### config.mk
export PLATFORM = sky130hd
export DESIGN_NAME = jtcps2_oram_dma
export DESIGN_NICKNAME = d
export VERILOG_FILES = /design/src/rtl/jtcps2_obj_pkg.sv /design/src/rtl/jtcps2_line_trig.sv /design/src/rtl/jtcps2_oram_dma.sv
export SDC_FILE = /design/constraint.sdc
export NUM_CORES = 1
export LEC_CHECK = 0
export ABC_CLOCK_PERIOD_IN_PS = 2700
export CORE_MARGIN = 5
export CORE_UTILIZATION = 45
export CTS_CLUSTER_SIZE = 28
export DETAILED_ROUTE_END_ITERATION = 12
export GPL_ROUTABILITY_DRIVEN = 0
export PLACE_DENSITY = 0.86
export SLEW_MARGIN = 30
export SYNTH_ARGS = -nofsm -noshare
export SYNTH_HDL_FRONTEND = slang
export SYNTH_SLANG_ARGS = --single-unit
export TNS_END_PERCENT = 30
### constraint.sdc
create_clock -name clk -period 2.7 [get_ports clk]
set_clock_uncertainty 0.2 [all_clocks]
set_input_delay 0.405 -clock clk [delete_from_list [all_inputs] [get_ports clk]]
set_output_delay 0.405 -clock clk [all_outputs]
set_load 0.005 [all_outputs]
### src/rtl/jtcps2_obj_pkg.sv
// Shared constants for the CPS2 object-RAM copy engine: FSM encoding and
// word offsets inside a 4-word object entry.
package jtcps2_obj_pkg;

  typedef enum logic [2:0] {
    ST_IDLE  = 3'd0,
    ST_REQ   = 3'd1,
    ST_WAIT  = 3'd2,
    ST_WRITE = 3'd3,
    ST_FLIP  = 3'd4
  } obj_dma_st_t;

  localparam logic [1:0] OFS_X    = 2'd0;
  localparam logic [1:0] OFS_Y    = 2'd1;
  localparam logic [1:0] OFS_CODE = 2'd2;
  localparam logic [1:0] OFS_ATTR = 2'd3;

  // Bit of the y word that marks the last valid entry of the list.
  localparam int Y_END_BIT = 15;

endpackage

### src/rtl/jtcps2_line_trig.sv
// Rising-edge detector on "vdump reached VB_LINE", sampled on pixel enables,
// so a line held for many pixels yields a single trigger.
module jtcps2_line_trig #(
  parameter logic [8:0] VB_LINE = 9'd240
) (
  input  logic       clk,
  input  logic       rst,
  input  logic       pxl_cen,
  input  logic [8:0] vdump,
  output logic       trig
);

  logic [8:0] prev_q;

  always_ff @(posedge clk or posedge rst) begin
    if (rst) begin
      prev_q <= '0;
    end else if (pxl_cen) begin
      prev_q <= vdump;
    end
  end

  assign trig = pxl_cen && (vdump == VB_LINE) && (prev_q != VB_LINE);

endmodule

### src/rtl/jtcps2_oram_dma.sv
// Per-frame copy of the CPU object table from SDRAM into the off-screen half
// of a double-buffered shadow table; the halves swap when a copy completes.
module jtcps2_oram_dma
  import jtcps2_obj_pkg::*;
#(
  parameter logic [8:0] VB_LINE = 9'd240,
  parameter int         ENTRIES = 1024
) (
  input  logic        rst,
  input  logic        clk,
  input  logic        pxl_cen,
  input  logic [8:0]  vdump,
  input  logic        obank,
  output logic [12:0] oram_addr,
  output logic        oram_cs,
  input  logic        oram_ok,
  input  logic [15:0] oram_data,
  output logic [11:0] wr_addr,
  output logic [15:0] wr_data,
  output logic        wr_en,
  output logic        frame_bank,
  output logic        busy,
  output logic        done
);

  localparam logic [11:0] LAST_WORD = 12'(4 * ENTRIES - 1);

  obj_dma_st_t state_q, state_d;
  logic        trig;
  logic [11:0] cnt_q;
  logic        bank_q;
  logic [15:0] data_q;
  logic        mark_q;
  logic        wait_first_q;
  logic        fb_q;
  logic        end_cond;

  jtcps2_line_trig #(
    .VB_LINE (VB_LINE)
  ) u_trig (
    .clk     (clk),
    .rst     (rst),
    .pxl_cen (pxl_cen),
    .vdump   (vdump),
    .trig    (trig)
  );

  // Stop at the table end, or after the attr word of an entry whose y word
  // carried the end-of-list marker.
  assign end_cond = (cnt_q == LAST_WORD) || ((cnt_q[1:0] == OFS_ATTR) && mark_q);

  always_ff @(posedge clk or posedge rst) begin
    if (rst) begin
      state_q <= ST_IDLE;
    end else begin
      state_q <= state_d;
    end
  end

  // SDRAM handshake: oram_cs stays high with a stable address until oram_ok
  // is seen; ok in the first WAIT cycle may belong to the previous request
  // and is discarded.
  always_comb begin
    state_d = state_q;
    if (trig) begin
      state_d = ST_REQ;
    end else begin
      case (state_q)
        ST_IDLE:  state_d = ST_IDLE;
        ST_REQ:   state_d = ST_WAIT;
        ST_WAIT:  if (!wait_first_q && oram_ok) state_d = ST_WRITE;
        ST_WRITE: state_d = end_cond ? ST_FLIP : ST_REQ;
        ST_FLIP:  state_d = ST_IDLE;
        default:  state_d = ST_IDLE;
      endcase
    end
  end

  always_comb begin
    oram_cs    = (state_q == ST_REQ) || (state_q == ST_WAIT);
    wr_en      = (state_q == ST_WRITE);
    done       = (state_q == ST_FLIP) && !trig;
    busy       = (state_q != ST_IDLE);
    oram_addr  = {bank_q, cnt_q};
    wr_addr    = cnt_q;
    wr_data    = data_q;
    frame_bank = fb_q;
  end

  always_ff @(posedge clk or posedge rst) begin
    if (rst) begin
      cnt_q        <= '0;
      bank_q       <= 1'b0;
      data_q       <= '0;
      mark_q       <= 1'b0;
      wait_first_q <= 1'b0;
      fb_q         <= 1'b0;
    end else if (trig) begin
      // A new trigger always restarts from word 0, abandoning any copy.
      cnt_q        <= '0;
      bank_q       <= obank;
      mark_q       <= 1'b0;
      wait_first_q <= 1'b0;
    end else begin
      case (state_q)
        ST_REQ: wait_first_q <= 1'b1;
        ST_WAIT: begin
          wait_first_q <= 1'b0;
          if (!wait_first_q && oram_ok) begin
            data_q <= oram_data;
            if (cnt_q[1:0] == OFS_Y) mark_q <= oram_data[Y_END_BIT];
          end
        end
        ST_WRITE: if (!end_cond) cnt_q <= cnt_q + 12'd1;
        ST_FLIP:  fb_q <= ~fb_q;
        default: ;
      endcase
    end
  end

endmodule
* Word level (Yosys, flattened, before mapping)
Cells that the tools add are included.
Word-level totals: register bits after elaboration 44, latch bits 0, memory bits (writable) 0, bits in read-only memories 0, input port bits 30, memories 0
Cells by class: $add $sub $neg 1, $mul 0, div/mod/pow operators 0, magnitude comparators 0, eq/ne operators 11, shift-type cells 0, mux-type cells 13, bitwise gates (word level) 2, reductions and logical operators 19
Operators with widths (count):
- $mux 12 | 3
- $add 12x1->12 const B | 1
- $eq 12x12->1 const B | 1
- $eq 9x8->1 const B | 1
- $mux 3 | 3
- $ne 9x8->1 const B | 1
- $pmux 3 s3 | 1
- $reduce_bool 2->1 | 4
- $eq 3x2->1 const B | 2
- $reduce_and 3->1 | 2
- $reduce_bool 3->1 | 2
- $logic_and 1x1->1 | 5
- $mux 1 | 5
- $reduce_and 2->1 | 2
- $eq 3x1->1 const B | 1
- $eq 3x3->1 const B | 1
- $ne 3x2->1 const B | 1
- $eq 2x1->1 const B | 1
- $eq 2x2->1 const B | 1
- $logic_not 1->1 | 2
- $logic_or 1x1->1 | 2
- $ne 2x2->1 const B | 1
- $not 1->1 | 2
- $pmux 1 s2 | 1

* Depth between registers and ports, before layout
Gate-level depths: netlist of run 1.
word-level depth 6, mapped depth 7, gate-level depth less buffers 5

* Cells and area by module
Synthesis of run 1 repeated with hierarchy kept, for this count alone.
Second synthesis, totals: cells, all modules 183, area, all modules 2220.9 um^2
Modules (own cells, without submodules):
- jtcps2_oram_dma | instances 1, cells an instance 156, area each 1825.5 um^2
- jtcps2_line_trig | instances 1, cells an instance 27, area each 395.4 um^2

* Worst setup path after synthesis of run 1
No wires, ideal clock.
path type input port to flip-flop, from in vdump[8], to reg data_q[0] (netlist: wr_data[0]), setup time 0.125 ns, arrival time 2.167 ns, required time 2.375 ns, setup slack 0.207 ns, stages on the path 5, cell sequence or4b_4 -> or4_4 -> o21ai_4 -> buf_12 -> mux2_4
On the way: cells in the longest elaborated chain, start to end 5
RTL lines:
- start, declared | line jtcps2_oram_dma.sv:12 | input logic [8:0] vdump,
- $eq 9x8->1 | line jtcps2_line_trig.sv:23 | assign trig = pxl_cen && (vdump == VB_LINE) && (prev_q != VB_LINE);
- $logic_and 1x1->1 (2 in series) | line jtcps2_line_trig.sv:23
- $not 1->1 (no source line)
- $reduce_and 3->1 (no source line)
- end signal, assigned | line jtcps2_oram_dma.sv:110 | data_q <= oram_data;
- end, declared | line jtcps2_oram_dma.sv:32 | logic [15:0] data_q;
No other way between the ends. A chain may end at the register's enable or synchronous reset.

* Final worst setup path of run 1
from in vdump[8], to reg data_q[10] (netlist: wr_data[10])
Same word-level chain as after synthesis.

==> results of run 1 <==
[layout by cell type (no fill, tap or decap), drive strengths merged, types with 2 or more instances in the layout]
master,synthesis,layout
nand4,6,6
nand3,3,3
clkinv,0,2
or4b,2,2
nor2,11,11
a21oi,14,14
buf,15,8
dfrtp,44,44
o31ai,2,2
a311oi,3,3
o21ai,5,5
mux2,26,26
ha,2,2
clkbuf,5,5
inv,6,5
xor2,2,2
nand2,7,7
nor4,3,3
or3,5,5
or4,4,4
clkinvlp,0,2
nor3,7,7
clkdlybuf4s50,0,74
[logic make-up (layout without fill, tap and decap cells)]
kind of cell	after synthesis	count (layout)	share of synthesized area [%]
AND/OR/NAND/NOR	56	56	15.0
adder cells (fa/ha/maj)	2	2	1.14
AO/OA/AOI/OAI	33	33	10.2
XOR/XNOR	3	3	1.19
flip-flops	44	44	50.0
buffers and inverters	26	97	7.45
multiplexers	26	26	15.0
[final cells by class]
cell class | count | area [µm²] | share of cell area (%)
Tap cell | 67 | 83.8 | 2.71
Clock buffer | 5 | 68.8 | 2.23
Inverter | 6 | 22.5 | 0.729
Multi-Input combinational cell | 120 | 966 | 31.3
Sequential cell | 44 | 1100 | 35.7
Clock inverter | 3 | 23.8 | 0.770
Timing Repair Buffer | 83 | 822 | 26.6
[synth_stat cells (2+ instances only)]
cell,count,area [µm²]
nand4_1,6,37.5
mux2_4,10,150
a311oi_1,3,26.3
clkbuf_1,5,18.8
or4_1,3,22.5
or3_1,5,31.3
o31ai_1,2,15.0
ha_1,2,25.0
mux2_2,16,180
dfrtp_1,44,1100
o21ai_0,4,20.0
nand2_1,7,26.3
nor4_1,3,18.8
nor2_1,11,41.3
nor3_1,7,35.0
buf_4,13,97.6
a21oi_1,14,70.1
xor2_1,2,17.5
inv_1,6,22.5
nand3_1,3,15.0
[power groups by stage]
stage / combinational [mW] / sequential, mW / clock (mW)
final: 1.50 / 1.20 / 0.426
after detailed placement: 1.50 / 1.20 / 0
after global routing: 1.62 / 1.25 / 0.456
after CTS: 1.51 / 1.20 / 0.433
after global placement: 1.46 / 1.19 / 0
after floorplan: 0.787 / 1.15 / 0
[registers in the layout, summed over array words and instances (netlist names)]
| signal | flops |
|---|---|
| wr_data | 16 |
| wait_first_q | 1 |
| u_trig.prev_q | 9 |
| frame_bank | 1 |
| wr_addr | 12 |
| bank_q | 1 |
| mark_q | 1 |
| state_q | 3 |
[critical path: stages]
cell and delay (ns):
clkdlybuf4s50_1 0.42, or4b_4 0.57, or4_4 0.52, o21ai_4 0.18, buf_12 0.18, mux2_2 0.35
[repair_timing]
action                     4_1_cts  5_1_grt
setup buffers                    1        0
gates resized for setup          6        0
setup endpoints to repair        1        0
[stage by stage]
stage	setup WS (ns)	hold slack (ns)
final	0.0656	0.273
after global routing	0.0379	0.301
after CTS	0.0658	0.276
after detailed placement	-0.226	0.265
after global placement	-0.204	0.259
after floorplan	0.207	0.265
[layer usage]
layer,global-route usage [%],routed length [µm]
met5,0,0
met4,5.41,55
met1,20.7,2060
met3,4.06,285
met2,29.5,2820
[worst max-delay path by stage]
stage | slack, ns | cells past startpoint | end
finish | 0.07 | 6 | wr_data[10]
global route | 0.04 | 6 | wr_data[11]
CTS | 0.07 | 6 | wr_data[10]
detailed placement | -0.23 | 6 | wr_data[10]
global placement | -0.20 | 5 | done
floorplan | 0.21 | 5 | wr_data[0]
==> flow_summary.ini, run 1 <==
[finish]
fillers = 357
fin_area_mm2 = 0.00309
diodes = 0
final_nets = 292
fin_cells = 328
drive_above_1_share_pct = 19.9
utilization_pct = 65.4
synthToLayoutAreaGrowth_pct = 40.3

[sta]
final.setup.tns_ns = 0
worstMarginPinSlew_ns = 0.567
fin_crit_sh_pct = 97.6
fmax_mhz = 380
setup_viol = 0
drv_slew = 0
slew_headroom_pct = 61.8
hold_viol = 0
period_needed_ns = 2.63
rsz0062_at_grt = no

[yosys]
synth_flop_cell = dfrtp_1
netlist-cell-type-count = 44
syn_inst = 190
syn_nets = 222
syn_area_per_cell_um2 = 11.6
yosysWarnings = 0
syn-cell-area_mm2 = 0.00220
synth-seq-cells = 44
synthArstFlopShare_pct = 100
synth_edf_count = 0
seq_area_frac_synth_pct = 50.0

[cts]
cts_root_buf = clkbuf_8
cts_made_buffers = 5
clkLatencyLatePin_ns = 0.30
cts_tree = yes
clock-sinks = 44
clk_pin_slew_ns = 0.09
cts_buffer_depth = 2
cts_hold_buf = 0
cts.htree.levels = 2

[floorplan]
core_mm2 = 0.00472
fp.dieArea_mm2 = 0.00639
dieHeight_um = 79.9
start_util_pct = 46.6
rows = 25
dieWidth_um = 79.9
ios = 76

[worst_hold_path]
min_path_cells = 1
worstHoldEndpoint = frame_bank
hold_class = flip-flop to flip-flop
hp-start = frame_bank

[detailed_routing]
postRouteAntennaNets = 0
vias = 1745
viasPerCell = 5.32
post-route-drc-count = 0
drt_iter0_drc = 163
first_pass_iters = 4
drt-wirelength-per-cell_um = 15.9
drt-total-wl_um = 5220

[power_and_ir_drop]
switchingPower_mw = 1.06
p_seq_share_pct = 38.4
total_power_mw = 3.12
combPwrFrac_pct = 48.0
power_density_mw_per_mm2 = 1010
power.internal_mw = 2.06
peakVddDrop_mv = 0.566
clockPowerShare_pct = 13.7
p_leak_nw = 1.29
switching_share_pct = 34.0

[grt]
grt.overflow.total = 0
grt_pass1_wl_um = 8580
grt_usage_pct = 17.0
first_global_vias = 1795
antenna_found_initial = 0
grt_max_degree = 45

[worst_setup_path]
worstPathArrival_ns = 2.62
cp-startpoint = vdump[8]
crit_path_start_kind = input port
ff2ff_setup_slack_ns = 0.56
ff2ff_path_depth = 5
endpoint_kind = flip-flop
reg2reg_from = wr_addr[0]
r2r_end = wr_addr[8]
path_max_fanout = 16
required_ns = 2.69
crit_type = input port to flip-flop

[placement]
dp_hpwl_um = 3840
dpl.cell_count = 319
dpl_cell_area_mm2 = 0.00296
numPortBuffers = 75

[job]
maxCapViolations = 0

[outcome]
status = completed
No activity file was read; power rests on OpenSTA's default activity.
==> inputs of run 2 (changes only) <==
CORE_ASPECT_RATIO = 0.6   (was not set)
CORE_MARGIN = not set   (was 5)
CTS_CLUSTER_DIAMETER = 120   (was not set)
==> flow_summary.ini, run 2 (synthesized netlist as in run 1, its figures left out) <==
[outcome]
status = completed

[detailed_routing]
drt-total-wl_um = 4900
postRouteAntennaNets = 0
first_pass_iters = 4
drt_iter0_drc = 114
vias = 1741
drt-wirelength-per-cell_um = 15.1
viasPerCell = 5.36
post-route-drc-count = 0

[placement]
dp_hpwl_um = 3630
dpl.cell_count = 317
dpl_cell_area_mm2 = 0.00297
numPortBuffers = 75
pre_cts_slack_ns = -0.227

[cts]
clk_pin_slew_ns = 0.08
cts.htree.levels = 2
clkLatencyLatePin_ns = 0.29
cts_made_buffers = 5
cts_root_buf = clkbuf_8
cts_buffer_depth = 2
cts_setup_buffers = 0
clock-sinks = 44
cts_tree = yes

[sta]
fin_crit_sh_pct = 98.0
rsz0062_at_grt = no
slew_headroom_pct = 51.7
period_needed_ns = 2.64
hold_viol = 0
setup_ws_ns = 0.0550
fmax_mhz = 378
worstMarginPinSlew_ns = 0.717
setup_viol = 0
drv_slew = 0

[floorplan]
start_util_pct = 47.5
fp.dieArea_mm2 = 0.00518
ios = 76
dieHeight_um = 56.2
core_mm2 = 0.00464
rows = 19
dieWidth_um = 92.3

[grt]
grt_pass1_wl_um = 8070
grt_usage_pct = 20.1
grt_max_degree = 45
use_met3_pct = 5.19
antenna_found_initial = 0
grt.overflow.total = 0
first_global_vias = 1667
gr-usage-met2_pct = 30.8
grt_busiest_layer = met2
grt_use_met1_pct = 29.0

[finish]
fin_cells = 325
final_nets = 293
fin_area_mm2 = 0.00308
mostFrequentLayoutCells = clkdlybuf4s50_1, dfrtp_1, mux2_2
drive_above_1_share_pct = 19.8
synthToLayoutAreaGrowth_pct = 40.1
largest_register_ffs = 16
final_common_cell = clkdlybuf4s50_1
diodes = 0

[worst_setup_path]
path_max_fanout = 15
ff2ff_setup_slack_ns = 0.47
required_ns = 2.68
endpoint_kind = flip-flop
r2r_end = wr_data[6]
critPathTopFamily = simple AND/OR/NAND/NOR gates
cpMaxStageDelayCell = or4b_4
ff2ff_path_depth = 5
worstPathArrival_ns = 2.62
crit_path_start_kind = input port
worstPathCellList = clkdlybuf4s50_1, or4b_4, or4_4, o21ai_4, buf_12, mux2_2
path_buf_inv = 2
crit_type = input port to flip-flop
cp_slowest_stage_delay_ns = 0.56
reg2reg_from = u_trig.prev_q[8]

[power_and_ir_drop]
peakVddDrop_mv = 0.587
total_power_mw = 3.11
power_density_mw_per_mm2 = 1010
p_leak_nw = 1.29

[job]
maxCapViolations = 0

[worst_hold_path]
min_path_cells = 1
hold_class = flip-flop to flip-flop
worstHoldEndpoint = frame_bank
hp-start = frame_bank
-- run 2: worst max path at each step --
stage	startpoint	to	slack [ns]	depth (start not counted)
finish	vdump[8]	wr_data[12]	0.06	6
global route	vdump[8]	wr_data[12]	0.01	6
CTS	vdump[8]	wr_data[12]	0.06	6
detailed placement	vdump[8]	wr_data[12]	-0.23	6
global placement	vdump[8]	wr_data[14]	-0.20	6
floorplan	vdump[8]	wr_data[0]	0.21	5
-- run 2: cell type report --
cell class,instances,area (µm²)
Fill cell,363,1550
Sequential cell,44,1100
Multi-Input combinational cell,120,958
Timing Repair Buffer,84,830
Clock buffer,7,86.3
Tap cell,63,78.8
Inverter,6,22.5
Clock inverter,1,7.51
-- run 2: report_power, final --
part	switching (mW)	leakage, nW	internal (mW)
clock network	0.212	0.0445	0.208
registers	0.283	0.509	0.914
logic	0.524	0.739	0.967
total	1.02	1.29	2.09
-- run 2: stage by stage --
stage          utilization, %  hold WS, ns  TNS, ns
2_1_floorplan               -        0.265        0
3_3_place_gp             64.0        0.261    -2.97
3_5_place_dp             64.0        0.265    -3.24
4_1_cts                  66.5        0.279        0
5_1_grt                  66.5        0.291        0
6_report                 66.5        0.276        0
-- run 2: routing by layer --
metal  vias up  share of wire, %
met5         -                 0
met2        61                45
met3         5               5.9
met1       846                49
met4         0              0.59
li1        829                 -
-- run 2: what timing repair did --
| item | 4_1_cts | 5_1_grt |
|---|---|---|
| hold buffers | 0 | 0 |
| setup endpoints to repair | 1 | 0 |
| resized for setup | 5 | 0 |
==> inputs of run 3 (changes only) <==
CTS_CLUSTER_DIAMETER = 80   (was 120)
==> results of run 3 <==
No change in the layout: final DEF, timing and power equal those of run 2.
